[src/rtl/fifo_rd_ctrl_level.sv]
// Read-side controller for the dual-clock FIFO. It keeps the binary and Gray read
// pointers, the registered empty and almost-empty flags, the fill level and sticky underflow.
module fifo_rd_ctrl_level #(
  parameter int ADDRESS_SIZE = 4,
  parameter int AEMPTY_RESET = 1
) (
  input  logic                    rclk,
  input  logic                    rrst_n,
  input  logic                    rinc,
  input  logic [ADDRESS_SIZE:0]   rq2_write_ptr,
  input  logic [ADDRESS_SIZE:0]   raempty_thresh,
  input  logic                    runderflow_clr,
  output logic [ADDRESS_SIZE-1:0] raddr,
  output logic [ADDRESS_SIZE:0]   read_ptr,
  output logic                    rfire,
  output logic                    rempty,
  output logic                    ralmost_empty,
  output logic [ADDRESS_SIZE:0]   rlevel,
  output logic                    runderflow
);

  localparam int PW = ADDRESS_SIZE + 1;
  localparam logic AE_RST = (AEMPTY_RESET != 0);

  logic [PW-1:0] r_bin;
  logic [PW-1:0] r_binnext;
  logic [PW-1:0] rgraynext;
  logic [PW-1:0] wq2_bin;
  logic [PW-1:0] level_next;
  logic          underflow_set;

  assign rfire     = rinc & ~rempty;
  assign r_binnext = r_bin + PW'(rfire);
  assign rgraynext = (r_binnext >> 1) ^ r_binnext;
  assign raddr     = r_bin[ADDRESS_SIZE-1:0];

  // Each binary bit is the XOR of all Gray bits at and above its position.
  always_comb begin
    wq2_bin = '0;
    for (int i = 0; i < PW; i++) begin
      wq2_bin[i] = ^(rq2_write_ptr >> i);
    end
  end

  // Modular subtraction stays correct when the pointers wrap around.
  assign level_next    = wq2_bin - r_binnext;
  assign underflow_set = rinc & rempty;

  always_ff @(posedge rclk or negedge rrst_n) begin
    if (!rrst_n) begin
      r_bin         <= '0;
      read_ptr      <= '0;
      rempty        <= 1'b1;
      rlevel        <= '0;
      ralmost_empty <= AE_RST;
      runderflow    <= 1'b0;
    end else begin
      r_bin         <= r_binnext;
      read_ptr      <= rgraynext;
      rempty        <= (rgraynext == rq2_write_ptr);
      rlevel        <= level_next;
      ralmost_empty <= (level_next <= raempty_thresh);
      runderflow    <= underflow_set | (runderflow & ~runderflow_clr);
    end
  end

endmodule

[config.mk]
export PLATFORM = sky130hd
export DESIGN_NAME = fifo_rd_ctrl_level
export DESIGN_NICKNAME = d
export VERILOG_FILES = /design/src/rtl/fifo_rd_ctrl_level.sv
export SDC_FILE = /design/constraint.sdc
export NUM_CORES = 1
export LEC_CHECK = 0
export ABC_AREA = 0
export CORE_UTILIZATION = 40
export DETAILED_ROUTE_END_ITERATION = 12
export GPL_TIMING_DRIVEN = 0
export PLACE_DENSITY = 0.85
export SLEW_MARGIN = 40
export SYNTH_ARGS = -nofsm -noshare
export SYNTH_HDL_FRONTEND = slang
export SYNTH_SLANG_ARGS = --single-unit
[constraint.sdc]
create_clock -name rclk -period 3 [get_ports rclk]
set_clock_uncertainty 0.1 [all_clocks]
set_input_delay 0.3 -clock rclk [delete_from_list [all_inputs] [get_ports rclk]]
set_output_delay 0.3 -clock rclk [all_outputs]
set_load 0.1 [all_outputs]
==> impl_metrics.yaml <==
job:
  cap_violations: 0
critical_path:
  end_kind: "register"
  timing.rr.end: "ralmost_empty$_DFF_PN1_"
  rrSetupSlack_ns: 0.03
  required_ns: 3.13
  start_kind: "register"
  crit_arrival_ns: 3.10
  path_class: "reg2reg"
  critPathLaunch: "rempty$_DFF_PN1_"
  crit_fanout: 4
  worstReg2RegStart: "rempty$_DFF_PN1_"
  reg2reg_depth: 11
  crit_end: "ralmost_empty$_DFF_PN1_"
placement:
  place_congestion: 0.797
  pre_cts_ws_ns: -0.647
  dp_hpwl_um: 1350
  portBuffers: 31
logic_synthesis:
  ys_ff_latch: 17
  yosys.area.top_type: "dfrtp_1"
  yosysTopAreaCellShare: 0.396
  ys_top_cells_by_area: "dfrtp_1 40%, ha_1 13%, xnor2_1 9.2%"
  synthCells: 84
  ys_seq_area_frac: 0.452
  ys_warn_count: 0
  syn_nets: 109
  syn_avg_cell_area_um2: 11.3
  netlist_area_um2: 947
  yosysUniqueCellTypes: 21
grt:
  globalRouteTotalUtil: 0.156
  grt_pass1_wl_um: 2970
  grt_max_degree: 18
  gr-total-overflow: 0
  grt_pass1_vias: 725
  antenna_found_initial: 0
drt:
  avgRoutedWirePerCell_um: 12.2
  dr.pass1.iters: 3
  via_count: 728
  drc: 0
  routed_wl_um: 1900
  drtIter0Drc: 5
  ant_nets: 0
  viasPerCell: 4.67
sta:
  hold_viol: 0
  rsz0062_at_grt: "yes"
  timing.final.crit_share: 0.991
  fin_ws_ns: 0.0273
  period_minus_slack_ns: 2.97
  fmaxAchievable_mhz: 336
  worstMarginPinSlew_ns: 0.492
  finalSetupViolations: 0
  slew_violations: 0
  fin_tns_setup_ns: 0
  max_slew_margin: 0.674
cts:
  htreeDepth: 1
  clock-root-buffer: "clkbuf_4"
  tritoncts: "done"
  insertion_delay_ns: 0.29
  clk_pin_slew_ns: 0.10
  cts.sinks: 17
  cts_buffers: 3
  clk_path_buf_depth: 2
die:
  start_util: 0.428
  coreArea_um2: 2210
  dieArea_um2: 2570
  num_rows: 17
  die_h_um: 50.7
  die_w_um: 50.7
  io_pins: 32
finish:
  layout.nets: 154
  final_common_cell: "buf_2"
  layout_common_cells: "19 x buf_2, 15 x dfrtp_1, 13 x inv_1"
  areaGrowthSynthToFinish_pct: 51.7
  n_antenna_cell: 0
  layout-drive-gt1-share: 0.438
status:
  outcome: "complete, no violations"
min_path:
  hold_path.class: "in2reg"
metrics by stage:
step	cells	area, um2	util	hold WS (ns)
3_3_place_gp	143	1340	0.607	0.431
6_report	156	1440	0.649	0.279
2_1_floorplan	84	998	-	-0.0956
4_1_cts	152	1340	0.604	0.366
5_1_grt	156	1440	0.649	0.297
3_5_place_dp	143	1250	0.567	0.445
cell type report:
class                           instances  area (um2)
Tap cell                               28        35.0
Inverter                               16        60.1
Multi-Input combinational cell         51         601
Fill cell                             168         776
Sequential cell                        17         432
Clock inverter                          1        5.00
Clock buffer                            3        22.5
Timing Repair Buffer                   40         282
worst max-delay path, stage by stage, from the launching register on:
cell     delay [ns]
dfstp_4        0.63
and2b_4        0.21
and2_4         0.17
ha_4           0.25
fa_2           0.57
inv_2          0.05
ha_4           0.20
nor2b_1        0.12
o21a_1         0.16
o21a_1         0.16
o21a_1         0.16
o21ai_1        0.13
cell usage after synthesis:
master and count:
a2111oi_2 1, a21o_1 2, a21oi_1 2, and2_1 1, and2b_2 1, and3_1 1
dfrtp_1 15, dfstp_2 2, fa_1 1, ha_1 10, inv_1 16, nand2_1 1
nand3_1 3, nand4_1 1, nor2b_1 1, o21a_1 3, o21ai_0 2, or3_1 1
xnor2_1 10, xor2_1 9, xor2_2 1
layer usage:
metal  global-route usage  share of wire  wire length, um  vias to the layer above
li1                     -              -                -                      352
met1                0.191           0.44              825                      349
met2                0.276           0.51              966                       22
met3               0.0121          0.036               69                        5
met4               0.0694          0.018               34                        0
met5                    0              0                0                        -
worst min-delay path by stage:
stage	slack, ns	cells past startpoint	startpoint	endpoint
floorplan	-0.1	0	rrst_n	r_bin[0]$_DFF_PN0_
global placement	0.43	2	runderflow$_DFF_PN0_	runderflow$_DFF_PN0_
detailed placement	0.45	2	runderflow$_DFF_PN0_	runderflow$_DFF_PN0_
CTS	0.37	1	rrst_n	read_ptr[0]$_DFF_PN0_
global route	0.30	3	rq2_write_ptr[4]	rempty$_DFF_PN1_
finish	0.28	3	rq2_write_ptr[4]	rempty$_DFF_PN1_
repair_timing:
action,CTS,global route
hold buffers,0,1
pin swaps,4,14
hold endpoints to repair,0,15
endpoints found under the setup margin,1,1
gates resized for setup,5,16
setup buffers,5,3
registers in the layout, summed over array words and instances, names as in the netlist:
name / cells
runderflow: 1
ralmost_empty: 1
r_bin: 5
rempty: 1
read_ptr: 4
rlevel: 5
cell families after synthesis:
kind of cell               Yosys count  share of synthesized area
AOI/OAI and AO/OA                   10                     0.0766
xor gates and xnor gates            20                      0.193
adders and majority gates           11                      0.153
buffers and inverters               16                     0.0634
DFF                                 17                      0.452
and+or+nand+nor                     10                     0.0621
Power is not shown: default switching activity piles up to over one toggle a cycle in this logic, so the estimate is an artifact.
